File: src/rtl/gb_timer_bank.sv
// Bank of NUM_CH DMG-style TIMA/TMA/TAC timers sharing one free-running system counter (DIV).
// Define TIMER_IRQ_STATUS_EN to add a sticky write-1-to-clear irq status register at BASE+1.
module gb_timer_bank #(
    parameter int          NUM_CH     = 2,
    parameter int          SYS_W      = 16,
    parameter logic [15:0] BASE_ADDR  = 16'hFF04,
    parameter int          RELOAD_DLY = 4,
    parameter int          SYS_RST    = 4
) (
    input  logic              clk,
    input  logic              rst,
    input  logic [15:0]       addr,
    input  logic              we,
    input  logic [7:0]        wdata,
    output logic [7:0]        rdata,
    output logic [NUM_CH-1:0] irq
);

    typedef enum logic [1:0] {
        ST_COUNT,
        ST_DELAY,
        ST_RELOAD
    } state_t;

    localparam int         WIN      = 4 + 4 * NUM_CH;
    localparam logic [2:0] DLY_INIT = 3'(RELOAD_DLY);

    logic [SYS_W-1:0] sys;
    logic [15:0]      offset;
    logic [2:0]       ch_idx;
    logic             in_win;
    logic             div_hit;
    logic             ch_hit;
    logic             div_wr;
    logic             ch_we;

    logic [7:0] tima_rd [NUM_CH];
    logic [7:0] tma_rd  [NUM_CH];
    logic [2:0] tac_rd  [NUM_CH];

    // Address decode relative to DIV; channel registers start at offset 4.
    assign offset  = addr - BASE_ADDR;
    assign in_win  = offset < 16'(WIN);
    assign div_hit = offset == 16'd0;
    assign ch_hit  = in_win && (offset >= 16'd4);
    assign ch_idx  = 3'((offset - 16'd4) >> 2);
    assign div_wr  = we && div_hit;
    assign ch_we   = we && ch_hit;

    always_ff @(posedge clk) begin
        if (rst) begin
            sys <= SYS_W'(SYS_RST);
        end else if (div_wr) begin
            sys <= '0;
        end else begin
            sys <= sys + SYS_W'(1);
        end
    end

    for (genvar n = 0; n < NUM_CH; n++) begin : g_ch
        state_t     state, state_nx;
        logic [7:0] tima, tima_nx;
        logic [7:0] tma, tma_nx;
        logic [2:0] tac;
        logic [2:0] dly, dly_nx;
        logic       prev_sel, prev_en;
        logic       cur_sel, cur_en;
        logic       tick;
        logic       irq_q, irq_nx;
        logic       tima_wr, tma_wr, tac_wr;

        assign tima_wr = ch_we && (ch_idx == 3'(n)) && (offset[1:0] == 2'd0);
        assign tma_wr  = ch_we && (ch_idx == 3'(n)) && (offset[1:0] == 2'd1);
        assign tac_wr  = ch_we && (ch_idx == 3'(n)) && (offset[1:0] == 2'd2);
        assign tma_nx  = tma_wr ? wdata : tma;

        always_comb begin
            cur_sel = sys[9];
            unique case (tac[1:0])
                2'b01:   cur_sel = sys[3];
                2'b10:   cur_sel = sys[5];
                2'b11:   cur_sel = sys[7];
                default: cur_sel = sys[9];
            endcase
        end

        assign cur_en = tac[2];
        // Falling edge of (tap & enable): DIV resets, mode changes and disables can glitch a tick.
        assign tick   = prev_sel && prev_en && !(cur_sel && cur_en);

        // dly counts the 0x00 cycles still to show after an overflow, the RELOAD cycle included.
        always_comb begin
            // NOTE: every output gets a default before the case so no path can infer a latch.
            state_nx = state;
            tima_nx  = tima;
            dly_nx   = dly;
            irq_nx   = 1'b0;
            unique case (state)
                ST_COUNT: begin
                    if (tima_wr) begin
                        tima_nx = wdata;
                    end else if (tick) begin
                        if (tima != 8'hFF) begin
                            tima_nx = tima + 8'd1;
                        end else if (RELOAD_DLY == 0) begin
                            tima_nx = tma_nx;
                            irq_nx  = 1'b1;
                        end else begin
                            tima_nx  = 8'h00;
                            dly_nx   = DLY_INIT;
                            state_nx = (RELOAD_DLY == 1) ? ST_RELOAD : ST_DELAY;
                        end
                    end
                end
                ST_DELAY: begin
                    if (tima_wr) begin
                        tima_nx  = wdata;
                        dly_nx   = 3'd0;
                        state_nx = ST_COUNT;
                    end else begin
                        dly_nx = dly - 3'd1;
                        if (dly <= 3'd2) begin
                            state_nx = ST_RELOAD;
                        end
                    end
                end
                ST_RELOAD: begin
                    tima_nx  = tma_nx;
                    dly_nx   = 3'd0;
                    irq_nx   = 1'b1;
                    state_nx = ST_COUNT;
                end
                default: state_nx = ST_COUNT;
            endcase
        end

        always_ff @(posedge clk) begin
            if (rst) begin
                state    <= ST_COUNT;
                tima     <= 8'h00;
                tma      <= 8'h00;
                tac      <= 3'd0;
                dly      <= 3'd0;
                prev_sel <= 1'b0;
                prev_en  <= 1'b0;
                irq_q    <= 1'b0;
            end else begin
                // NOTE: non-blocking throughout so every register samples the same pre-edge values.
                state    <= state_nx;
                tima     <= tima_nx;
                tma      <= tma_nx;
                tac      <= tac_wr ? wdata[2:0] : tac;
                dly      <= dly_nx;
                prev_sel <= cur_sel;
                prev_en  <= cur_en;
                irq_q    <= irq_nx;
            end
        end

        assign irq[n]     = irq_q;
        assign tima_rd[n] = tima;
        assign tma_rd[n]  = tma;
        assign tac_rd[n]  = tac;
    end

`ifdef TIMER_IRQ_STATUS_EN
    logic              stat_hit;
    logic [NUM_CH-1:0] status;
    logic [NUM_CH-1:0] clr_mask;
    logic [7:0]        stat_rd;

    assign stat_hit = offset == 16'd1;
    assign clr_mask = (we && stat_hit) ? wdata[NUM_CH-1:0] : '0;

    // A pulse in the same cycle as a clear keeps its bit set.
    always_ff @(posedge clk) begin
        if (rst) begin
            status <= '0;
        end else begin
            status <= (status & ~clr_mask) | irq;
        end
    end

    always_comb begin
        stat_rd               = 8'hFF;
        stat_rd[NUM_CH-1:0]   = status;
    end
`endif

    always_comb begin
        rdata = 8'hAA;
        if (in_win) begin
            rdata = 8'hFF;
            if (div_hit) begin
                rdata = sys[SYS_W-1 -: 8];
            end
`ifdef TIMER_IRQ_STATUS_EN
            if (stat_hit) begin
                rdata = stat_rd;
            end
`endif
            if (ch_hit) begin
                for (int i = 0; i < NUM_CH; i++) begin
                    if (ch_idx == 3'(i)) begin
                        unique case (offset[1:0])
                            2'd0:    rdata = tima_rd[i];
                            2'd1:    rdata = tma_rd[i];
                            2'd2:    rdata = {5'b11111, tac_rd[i]};
                            default: rdata = 8'hFF;
                        endcase
                    end
                end
            end
        end
    end

endmodule

File: config.mk
export PLATFORM = sky130hd
export DESIGN_NAME = gb_timer_bank
export DESIGN_NICKNAME = d
export VERILOG_FILES = /design/src/rtl/gb_timer_bank.sv
export SDC_FILE = /design/constraint.sdc
export NUM_CORES = 1
export LEC_CHECK = 0
export ABC_AREA = 1
export BUFFER_PORTS_ARGS = -buffer_cell sky130_fd_sc_hd__buf_2
export CAP_MARGIN = 30
export CORE_MARGIN = 2
export CORE_UTILIZATION = 37
export CTS_CLUSTER_SIZE = 10
export DETAILED_ROUTE_END_ITERATION = 8
export SLEW_MARGIN = 20
export SYNTH_ARGS = -nofsm -noshare
export SYNTH_HDL_FRONTEND = slang
export SYNTH_SLANG_ARGS = --single-unit
File: constraint.sdc
create_clock -name clk -period 3.37 [get_ports clk]
set_input_delay 0.1685 -clock clk [delete_from_list [all_inputs] [get_ports clk]]
set_output_delay 0.1685 -clock clk [all_outputs]
set_load 0.01 [all_outputs]
* Word-level counts from Yosys, hierarchy flattened
Index checks and enable logic that the tools add are counted.
Word-level totals: memory bits (read-only) 0, latch bits 0, memory bits (writable) 0, input port bits 27, memories kept 0, flip-flop bits (word level) 70, word-level logic and storage cells 135
Operators by class: bitwise logic cells 0, multiplexer cells 46, add/subtract/negate cells 7, eq/ne operators 27, div/mod/pow operators 0, magnitude comparators 4, reductions and logical operators 33, multiply operators 0, shift operators 0
Operators by type and width (number):
- $mux 8 | 15
- $pmux 8 s3 | 4
- $mux 3 | 9
- $mux 2 | 10
- $pmux 3 s3 | 2
- $logic_and 1x1->1 | 17
- $add 16x1->16 const B | 1
- $add 8x1->8 const B | 2
- $ge 16x3->1 const B | 1
- $logic_not 16->1 | 1
- $lt 16x4->1 const B | 1
- $ne 2x2->1 const B | 8
- $ne 8x8->1 const B | 2
- $reduce_and 4->1 | 4
- $sub 16x16->16 const B | 1
- $eq 2x2->1 const B | 7
- $ne 3x3->1 const B | 4
- $eq 2x1->1 const B | 5
- $pmux 2 s2 | 2
- $le 3x2->1 const B | 2
- $logic_not 2->1 | 3
- $pmux 1 s3 | 2
- $reduce_and 3->1 | 2
- $reduce_bool 3->1 | 2
- other kinds (7) | 10

* Logic depth before layout (Yosys ltp)
Gate-level depths: netlist (run 1).
word-level depth 8, depth in mapped cells 19, depth with buffers taken out 19

* Worst setup path before layout (run 1)
OpenSTA, ideal clock, no wires.
kind input to output, start point in addr[3], end point out rdata[4], arrival 2.020 ns, buffers on the path 2, required time 3.201 ns, cell stages on the path 8, path slack 1.182 ns, path through inv_1 ha_1 nand2_1 nor2_1 clkbuf_1 clkbuf_1 o221ai_1 a311oi_1
Between the ends: word-level cells in the longest chain between the ends 7, elaborated cells on any way between the ends 13, classes of those cells add/sub: 2; order compare: 2; eq/ne: 1; mux: 5; reduce/logical: 3
RTL lines:
- from (decl) | RTL line 12 | input logic [15:0] addr,
- $sub 16x16->16 (*) | RTL line 42 | assign offset = addr - BASE_ADDR;
- $sub 5x3->5 or $logic_not 16->1 (tied branches) | RTL line 46, 44
- $logic_not 3->1 or $mux 8 (tied branches) | RTL line 204, 194
- $mux 8 (2 in a row) | RTL line 204 | if (ch_idx == 3'(i)) begin
- $mux 8 | RTL line 202 | if (ch_hit) begin
- $mux 8 (*) | RTL line 192 | if (in_win) begin
- to (decl) | RTL line 15 | output logic [7:0] rdata,
Every way passes the cells marked *; elsewhere a longest branch is shown, timed or not.

* Final worst setup path (run 1)
start point in addr[3], end point reg g_ch[1].tima[5]
Between the ends: word-level cells in the longest chain between the ends 8, elaborated cells on any way between the ends 16, classes of those cells add/sub: 2; order compare: 2; eq/ne: 3; mux: 3; reduce/logical: 6
RTL lines:
- $sub 16x16->16 (*) | RTL line 42
- $lt 16x4->1 or $ge 16x3->1 (tied branches) | RTL line 43, 45
- $logic_and 1x1->1 | RTL line 45 | assign ch_hit = in_win && (offset >= 16'd4);
- $logic_and 1x1->1 | RTL line 48 | assign ch_we = we && ch_hit;
- $logic_and 1x1->1 (*) | RTL line 72, 73
- $logic_and 1x1->1 (on tied branches) | RTL line 72, 73
- $ne 3x3->1 (no line) (tied with other cells)
- $reduce_and 3->1 (no line) or $pmux 8 s3 (tied branches)
- to (signal assigned) | RTL line 150 | tima <= tima_nx;
- to (decl) | RTL line 62 | logic [7:0] tima, tima_nx;
Marks and branches as above. A chain may end at the register's enable or synchronous reset.

==> run_results.csv, run 1 <==
group,metric,value,unit
run_status,status,"finished, final reports clean",
power_and_ir_drop,power.leakage,2.42,nW
yosys,yosys_warnings,0,
setup_path,rrSetupSlack,1120,ps
power_and_ir_drop,ir_worst_vdd,0.000485,V
route,first_iter_violations,395,
yosys,synth_fa_ha_area_share,4.37,%
cts,cts_buffer_depth,2,
route,drtPass1Iterations,5,
floorplanning,die_w,119,um
route,final_antenna_net_count,0,
yosys,async_reset_ff_share,0,%
yosys,synth_edf_count,0,
global_routing,grt_max_degree,32,
cells_and_area,num-nets-final,830,
setup_path,worstPathArrival,2650,ps
route,wl_per_cell,13.7,um
cts,cts.reportedPaths.clkPinSlew,60,ps
floorplanning,die_area,14100,um^2
cells_and_area,seqCellArea,1400,um^2
place,post-place-ws,576,ps
timing,fin_setup_tns,0,ps
cts,cts_tree,"built",
cts,cts.sinks,70,
yosys,ys_seq_area_share,28.8,%
yosys,syn_avg_cell_area,6.36,um^2
yosys,synth-simple-area-share,37.7,%
cts,post_cts_buffers,0,
setup_path,critPathCaptureType,"flop",
yosys,synth_area,4860,um^2
setup_path,cp.required,3610,ps
floorplanning,io_pins,37,
global_routing,grt_usage,19.4,%
timing,clock.fmax,414,MHz
route,via_per_inst,4.98,
route,drc_errors,0,
global_routing,grt_pass1_vias,4473,
global_routing,grt_pass1_wl,21.8,mm
setup_path,critical_path.startpoint_type,"input port",
cells_and_area,drive_above_1_share,10.1,%
yosys,synth_xor_xnor_area_share,2.34,%
cells_and_area,final_cell_mix,"nand2_1, inv_1, nor2_1",
cells_and_area,area_growth_syn_to_layout,12.8,%
cells_and_area,antenna_cells,0,
global_routing,overflow,0,
timing,rsz0062_at_grt,"false",
timing,slew_violations,0,
yosys,syn_inst,765,
yosys,synth_compound_area_share,15.3,%
route,wl,13.2,mm
cts,cts_resized,0,
cts,h-tree-depth,3,
timing,fin_skew,2.95,ps
timing,hold_viol_final,0,
place,place_congestion,0.888,
floorplanning,num_rows,41,
route,vias,4799,
place,port_buffers,36,
cells_and_area,layout_commonest_cell,"nand2_1",
cts,clock_latency,340,ps
floorplanning,initial_utilization,38.2,%
timing,worst_pin_slew,545,ps
floorplanning,die_y,119,um
setup_path,r2r_start,"g_ch[0].tima[0]",
yosys,synth_fp_nets,809,
timing,fin_crit_sh,71.6,%
setup_path,path_class,"input port to flop",
setup_path,slowest_delay,400,ps
hold_path,min_path_type,"input port to flop",
cts,cts_buffers,9,
floorplanning,core-area,12700,um^2
global_routing,grt_antenna_before_repair,0,
timing,relSlewSlack,63.4,%
setup_path,cpMaxStageDelayCell,"a21oi_4",
flow_run,max_cap_violations,0,
power_and_ir_drop,power_density,559,nW/um^2
cts,cts_hold_buffers,0,
timing,finalWorstSetupSlack,957,ps
cells_and_area,final_area,5480,um^2
place,hpwl,9.93,mm
yosys,synth_ff_type,"dfxtp_1",
cells_and_area,fillers,1410,
yosys,ys_seq_elements,70,
setup_path,worstPathCellList,"buf_2 -> inv_1 -> ha_1 -> nand2_1 -> nand2_1 -> inv_2 -> nand2_2 -> nand3b_1 -> nand3_1 -> nor2_4 -> nand4_4 -> nor2_8 -> nand3_4 -> a21oi_4 -> nand2_1 -> clkinv_1 -> a21oi_1",
yosys,ys_types,45,
timing,fin_crit,2410,ps
setup_path,crit_start,"addr[3]",
cells_and_area,multi_input_area,2900,um^2
hold_path,hold_start,"we",
setup_path,cpMostUsedCell,"nand2_1",
timing,setup_viol,0,
cts,clockRootBuffer,"clkbuf_16",
place,placed_area,5140,um^2
setup_path,path_max_fanout,28,
yosys,synthMuxAreaShare,0,%
yosys,synth_top_family_by_area,"simple AND/OR/NAND/NOR gates",
[state kept, by name, summed over array words and instances, names as in the netlist]
name	count
g_ch.tima	16
g_ch.tma	16
sys	16
g_ch.dly	6
g_ch.tac	6
g_ch.state	4
g_ch.irq_q	2
g_ch.prev_en	2
g_ch.prev_sel	2
[power by group]
part	internal, mW	switching, mW	total, mW
Clock	0.721	0.375	1.10
Sequential	0.921	0.107	1.03
Combinational	0.336	0.606	0.942
Total	1.98	1.09	3.07
[final cells by class]
| cell class | instances | area share (%) |
|---|---|---|
| well taps | 172 | 3.92 |
| inverters | 109 | 7.46 |
| multi-input cells | 555 | 52.9 |
| flip-flops and latches | 70 | 25.6 |
| clock buffers | 10 | 4.18 |
| repair buffers | 41 | 3.97 |
| clock inverters | 6 | 2.01 |
[synthesized netlist by cell type (2+ instances only)]
cell type / instances / share of area (%)
nor3_1: 17 / 1.7
a21oi_4: 2 / 0.67
inv_1: 102 / 7.9
nor3b_1: 7 / 1.1
nand2_2: 3 / 0.39
o22ai_1: 2 / 0.26
inv_2: 4 / 0.31
nor2_1: 72 / 5.6
o21ai_0: 30 / 3.1
nand3_1: 61 / 6.3
nand2_1: 193 / 15
buf_2: 4 / 0.41
a41oi_1: 2 / 0.36
o221ai_1: 11 / 2.0
buf_4: 4 / 0.62
xor2_1: 9 / 1.6
nand3b_1: 5 / 0.77
nand3_4: 2 / 0.72
xnor2_1: 4 / 0.72
nand3_2: 4 / 0.82
dfxtp_1: 70 / 29
nor2_4: 3 / 0.69
buf_6: 2 / 0.46
o21ai_1: 12 / 1.2
clkinv_1: 3 / 0.23
a311oi_1: 2 / 0.36
a21oi_1: 52 / 5.4
or2_2: 2 / 0.26
nand4_1: 25 / 3.2
a31oi_1: 4 / 0.51
clkbuf_1: 19 / 1.5
buf_1: 2 / 0.15
o211ai_1: 3 / 0.46
ha_1: 17 / 4.4
[metrics by stage]
stage	hold slack [ps]	utilization (%)	cells	power, mW
after global routing	204	43.1	963	3.28
after floorplan	361	-	765	1.77
after global placement	431	40.4	947	1.98
after detailed placement	439	40.4	947	1.98
final	186	43.1	963	3.07
after CTS	181	43.1	963	3.10
[worst max-delay path, delay by kind of cell]
family / cells / cell delay [ps]
adders and majority gates: 1 / 190
buffers and inverters: 4 / 330
AOI/OAI and AO/OA: 2 / 450
and+or+nand+nor: 10 / 1490
[routing by layer]
layer	track usage (%)	routed length (um)	share of wire, %
met1	25.6	6300	48
met2	31.2	6020	45
met3	4.34	711	5.4
met4	6.47	209	1.6
met5	0	0	0
[logic make-up (layout without fill, tap and decap cells)]
family	Yosys count	count (layout)
AO/OA/AOI/OAI	126	126
XOR/XNOR	13	13
adder cells (fa/ha/maj)	17	17
buffers and inverters	140	166
flip-flops	70	70
AND/OR/NAND/NOR	399	399
[path summary, 6_finish.rpt]
check / end / depth (start not counted)
min reg2reg: sys[0] / 1
max: g_ch[1].tima[5] / 17
max reg2reg: g_ch[0].dly[2] / 10
min: sys[2] / 4
Power figures use the tool's default switching activity.
==> run 2, diff against run 1 <==
clock period = 2 ns   (was 3.37 ns; I/O delays follow)
==> run 2 against run 1 <==
  * Die area stayed put
  * Via count is 10% higher
  * Sequential power is 67% higher
  * Count of clock-buffer cells in the layout is 1 higher
  * Cell area is 21% higher
  * Clock power is 61% higher
  * Register-to-register slack worse by 1000 ps
  * Combinational power is 100% higher
==> run_results.csv, run 2 (synthesis results as in run 1) <==
group,metric,value,unit
floorplanning,die_w,119,um
hold_path,holdPathStages,5,
setup_path,rrSetupSlack,90,ps
cells_and_area,final_cell_mix,"nand2_1, inv_1, buf_4",
cells_and_area,reg.largest.list,"g_ch.tima (16), g_ch.tma (16), sys (16)",
route,wl_per_cell,14.0,um
setup_path,path_max_fanout,6,
flow_run,max_cap_violations,0,
cells_and_area,utilization,52.0,%
cts,cts_buffers,9,
floorplanning,initial_utilization,38.2,%
cells_and_area,area_growth_syn_to_layout,36.0,%
power_and_ir_drop,ir_worst_vdd,0.000732,V
hold_path,hold_end,"g_ch[1].tima[4]",
setup_path,critical_path.startpoint_type,"input port",
global_routing,grt_pass1_wl,23.4,mm
setup_path,cp.required,1900,ps
route,drc_errors,0,
cts,cts.reportedPaths.clkPinSlew,60,ps
cts,clock_latency,340,ps
setup_path,critPathCaptureType,"output pin",
global_routing,grt_usage,20.5,%
cts,cts.sinks,70,
timing,fin_skew,5.73,ps
cells_and_area,num-nets-final,921,
timing,clock.fmax,503,MHz
floorplanning,num_rows,41,
route,vias,5301,
global_routing,grt_pass1_vias,4843,
cells_and_area,layout_commonest_cell,"nand2_1",
cts,cts_tree,"built",
floorplanning,die_area,14100,um^2
timing,relSlewSlack,58.1,%
hold_path,hold_start,"wdata[4]",
timing,hold_viol_final,0,
cells_and_area,antenna_cells,0,
setup_path,path_class,"input port to output pin",
place,post-place-ws,-312,ps
place,hpwl,10.7,mm
setup_path,r2r_start,"sys[2]",
cells_and_area,layoutNonFillerInstCount,1054,
power_and_ir_drop,power.leakage,3.00,nW
global_routing,grt_antenna_before_repair,0,
timing,rsz0062_at_grt,"true",
run_status,status,"finished, final reports clean",
global_routing,grt_max_degree,25,
timing,slew_violations,0,
cts,clockRootBuffer,"clkbuf_16",
timing,fin_crit_sh,99.4,%
timing,holdWs,162,ps
floorplanning,core-area,12700,um^2
place,port_buffers,36,
place,dp_cells,1029,
cts,h-tree-depth,3,
timing,finalWorstSetupSlack,11.1,ps
timing,worst_pin_slew,628,ps
floorplanning,io_pins,37,
route,first_iter_violations,344,
hold_path,min_path_type,"input port to flop",
route,wl,14.7,mm
setup_path,r2r_end,"sys[15]",
cells_and_area,fillers,1344,
floorplanning,die_y,119,um
place,placed_area,5790,um^2
power_and_ir_drop,power_density,816,nW/um^2
route,final_antenna_net_count,0,
cells_and_area,final_area,6610,um^2
setup_path,worstPathArrival,1890,ps
timing,setup_viol,0,
route,via_per_inst,5.03,
global_routing,overflow,0,
cts,cts_buffer_depth,2,
place,place_congestion,0.922,
timing,fin_crit,1990,ps
cells_and_area,drive_above_1_share,26.1,%
route,drtPass1Iterations,5,
setup_path,rr_worst_depth,10,
-- run 2: cell count changes in the layout (fill, tap and decap cells not counted), sizes merged --
| cell | before | now |
|---|---|---|
| clkinv | 4 | 6 |
| buf | 41 | 132 |
| bufinv | 3 | 2 |
| clkbuf | 10 | 11 |
| clkinvlp | 2 | 0 |
-- run 2: timing repair --
item,in CTS,in global routing
pin swaps,5,32
buffers inserted,0,9
endpoints found under the hold margin,0,0
hold buffers,0,0
setup endpoints to repair,7,48
resized for setup,9,105
-- run 2: power by group --
part,internal (mW),switching [mW],leakage [nW]
clock,1.13,0.638,0.160
combinational,0.773,1.14,2.27
sequential,1.55,0.164,0.567
-- run 2: cell type report --
| cell class | instances | area [um^2] | area share (%) |
|---|---|---|---|
| well taps | 172 | 215 | 3.25 |
| inverters | 109 | 427 | 6.45 |
| flip-flops and latches | 70 | 1410 | 21.3 |
| clock buffers | 11 | 243 | 3.67 |
| multi-input cells | 555 | 3240 | 48.9 |
| clock inverters | 5 | 82.6 | 1.25 |
| repair buffers | 132 | 1000 | 15.2 |
-- run 2: metal layers --
metal | global-route usage (%) | wire length (um)
met1 | 28.2 | 7080
met5 | 0 | 0
met4 | 4.61 | 172
met2 | 33.2 | 6800
met3 | 4.01 | 655
-- run 2: worst max-delay path: stages --
cell      delay [ps]
buf_8            110
inv_6             60
ha_4             130
nand2_4           50
nand2_4           80
inv_4             40
nand2_2           40
nand2_1           60
nor2_1           140
nand3_2          130
buf_6            140
nor3_4           190
nand3_4          140
buf_6            160
nor2_4           100
a311oi_2          50
buf_2            170
-- run 2: how the worst max path moves through the flow --
stage | from | endpoint | cells after the start
floorplan | addr[3] | g_ch[0].state[0] | 17
global placement | addr[4] | g_ch[0].tima[0] | 19
detailed placement | addr[4] | g_ch[0].tima[0] | 19
CTS | addr[4] | rdata[2] | 17
global route | addr[4] | rdata[4] | 17
finish | addr[4] | rdata[4] | 17
-- run 2: metrics by stage --
| stage | TNS [ps] | total power [mW] |
|---|---|---|
| 2_1_floorplan | 0 | 2.99 |
| 3_3_place_gp | -8880 | 3.48 |
| 3_5_place_dp | -10880 | 3.49 |
| 4_1_cts | 0 | 5.28 |
| 5_1_grt | -942 | 5.78 |
| 6_report | 0 | 5.40 |
==> run 3, diff against run 2 <==
CORE_UTILIZATION = 54   (was 37)
PLACE_DENSITY = 0.76   (was not set)
==> run 3 against run 2 <==
  * The run now ends with negative setup slack left
  * Setup slack got worse by 21 ps
  * Combinational power about the same
  * Register-to-register slack hardly changed
  * Cell count is 9.0% lower
  * Die area shrank 31%
  * Critical endpoint is now rdata[0]
  * Largest power group unchanged
==> run_results.csv, run 3 (synthesis results as in run 1) <==
group,metric,value,unit
run_status,status,"complete, but fails checks",
run_status,violations,"negative setup slack",
setup_path,critical_path.startpoint_type,"input port",
floorplanning,die_y,98.9,um
cts,cts_tree,"built",
route,drc_errors,0,
timing,fin_skew,13.4,ps
cts,cts_buffer_depth,2,
cells_and_area,area_growth_syn_to_layout,25.0,%
cells_and_area,layoutNonFillerInstCount,959,
cts,cts_hold_buffers,0,
cells_and_area,layout_commonest_cell,"nand2_1",
setup_path,r2r_end,"sys[14]",
power_and_ir_drop,power.leakage,2.72,nW
power_and_ir_drop,swShare,41.5,%
setup_path,rrSetupSlack,80,ps
timing,fin_crit,2010,ps
hold_path,min_path_type,"input port to flop",
place,place_congestion,0.976,
power_and_ir_drop,power_frac_seq,35.7,%
timing,hold_viol_final,0,
setup_path,path_class,"input port to output pin",
floorplanning,initial_utilization,55.8,%
route,wl_per_cell,14.7,um
setup_path,crit_start,"addr[4]",
floorplanning,io_pins,37,
timing,fin_crit_sh,100,%
cells_and_area,final_cell_mix,"nand2_1, inv_1, dfxtp_1",
power_and_ir_drop,fin_total_pwr,4.73,mW
place,port_buffers,36,
timing,relSlewSlack,67.7,%
flow_run,max_cap_violations,0,
cells_and_area,drive_above_1_share,23.4,%
setup_path,r2r_start,"sys[0]",
timing,finalWorstSetupSlack,-9.67,ps
cts,clockRootBuffer,"clkbuf_8",
power_and_ir_drop,power_density,778,nW/um^2
power_and_ir_drop,pwr-share-comb,40.3,%
route,final_antenna_net_count,0,
power_and_ir_drop,p_sw,1.96,mW
cells_and_area,seqCellArea,1400,um^2
global_routing,grt_pass1_vias,4982,
global_routing,grt_usage,27.9,%
cells_and_area,antenna_cells,0,
floorplanning,die_area,9780,um^2
cts,cts.sinks,70,
global_routing,grt_antenna_before_repair,0,
cts,clock_latency,360,ps
setup_path,cpMaxStageDelayCell,"nor3_4",
place,dp_cells,936,
power_and_ir_drop,ir_worst_vdd,0.000808,V
cts,cts_buffers,9,
power_and_ir_drop,p_int,2.76,mW
timing,rsz0062_at_grt,"true",
floorplanning,die_w,98.9,um
cells_and_area,fillers,775,
power_and_ir_drop,clkPwrFrac,24.0,%
route,drtPass1Iterations,5,
global_routing,grt_max_degree,25,
setup_path,rr_worst_depth,14,
route,via_per_inst,5.69,
setup_path,worstPathArrival,1910,ps
cts,h-tree-depth,3,
cells_and_area,reg.largest.list,"g_ch.tima (16), g_ch.tma (16), sys (16)",
route,vias,5453,
timing,slew_violations,0,
floorplanning,num_rows,34,
setup_path,cp.required,1900,ps
route,wl,14.1,mm
cells_and_area,multi_input_area,3200,um^2
cts,cts.reportedPaths.clkPinSlew,90,ps
timing,clock.fmax,498,MHz
setup_path,slowest_delay,200,ps
setup_path,worstPathCellList,"buf_8 -> inv_6 -> ha_4 -> nand2_4 -> nand2_4 -> inv_4 -> nand2_1 -> nand2_1 -> nor2_2 -> nand3_2 -> buf_6 -> nor3_4 -> nand3_4 -> buf_6 -> nor3_4 -> nor3_2 -> buf_2",
setup_path,critPathCaptureType,"output pin",
setup_path,path_max_fanout,5,
route,first_iter_violations,406,
timing,holdWs,114,ps
timing,worst_pin_slew,485,ps
timing,setup_viol,1,
place,hpwl,10.4,mm
floorplanning,core-area,8720,um^2
global_routing,grt_pass1_wl,22.3,mm
setup_path,crit_path_end,"rdata[0]",
global_routing,overflow,0,
cells_and_area,num-nets-final,890,
[run 3: worst min-delay path by stage]
stage	start	end	slack, ps	cells past startpoint
2_1_floorplan	wdata[1]	g_ch[0].tac[1]	290	2
3_3_place_gp	sys[0]	sys[0]	430	1
3_5_place_dp	sys[0]	sys[0]	470	1
4_1_cts	wdata[5]	g_ch[0].tima[5]	110	5
5_1_grt	wdata[5]	g_ch[1].tima[5]	130	5
6_report	wdata[5]	g_ch[1].tima[5]	110	5
[run 3: final cells by class]
cell class	instances	share of cell area [%]
Multi-Input combinational cell	555	52.6
Clock buffer	9	2.04
Timing Repair Buffer	101	12.1
Inverter	109	6.93
Clock inverter	7	1.01
Sequential cell	70	23.1
Tap cell	108	2.22
[run 3: stage by stage]
step	setup TNS [ps]	instance area, um^2	worst slack (ps)	utilization (%)
floorplan	0	4880	8.90	-
global placement	-5510	5500	-269	63.1
detailed placement	-10190	5500	-333	63.1
CTS	-13.5	5730	-13.5	65.7
global route	-2730	6080	-144	69.7
finish	-9.67	6080	-9.67	69.7
[run 3: routing by layer]
layer	routed length, um	track usage, %	vias up
met3	743	4.18	34
met5	0	0	-
met4	323	8.85	0
li1	-	-	2684
met2	6920	47.7	194
met1	6100	36.0	2541
[run 3: what timing repair did]
item / CTS / global route
setup buffers: 1 / 6
pin swaps: 1 / 30
resized for setup: 7 / 82
endpoints found under the setup margin: 6 / 37
[run 3: worst max-delay path: cells and delay by family]
family	cells	cell delay, ps
adder cells (fa/ha/maj)	1	130
buffers and inverters	6	650
AND/OR/NAND/NOR	10	1030
[run 3: power by group through the flow]
| stage | sequential, mW | clock, mW | combinational, mW |
|---|---|---|---|
| after floorplan | 1.68 | 0 | 1.31 |
| final | 1.69 | 1.13 | 1.91 |
| after global placement | 1.72 | 0 | 1.73 |
| after detailed placement | 1.72 | 0 | 1.79 |
| after global routing | 1.71 | 1.21 | 2.13 |
| after CTS | 1.69 | 1.14 | 1.80 |
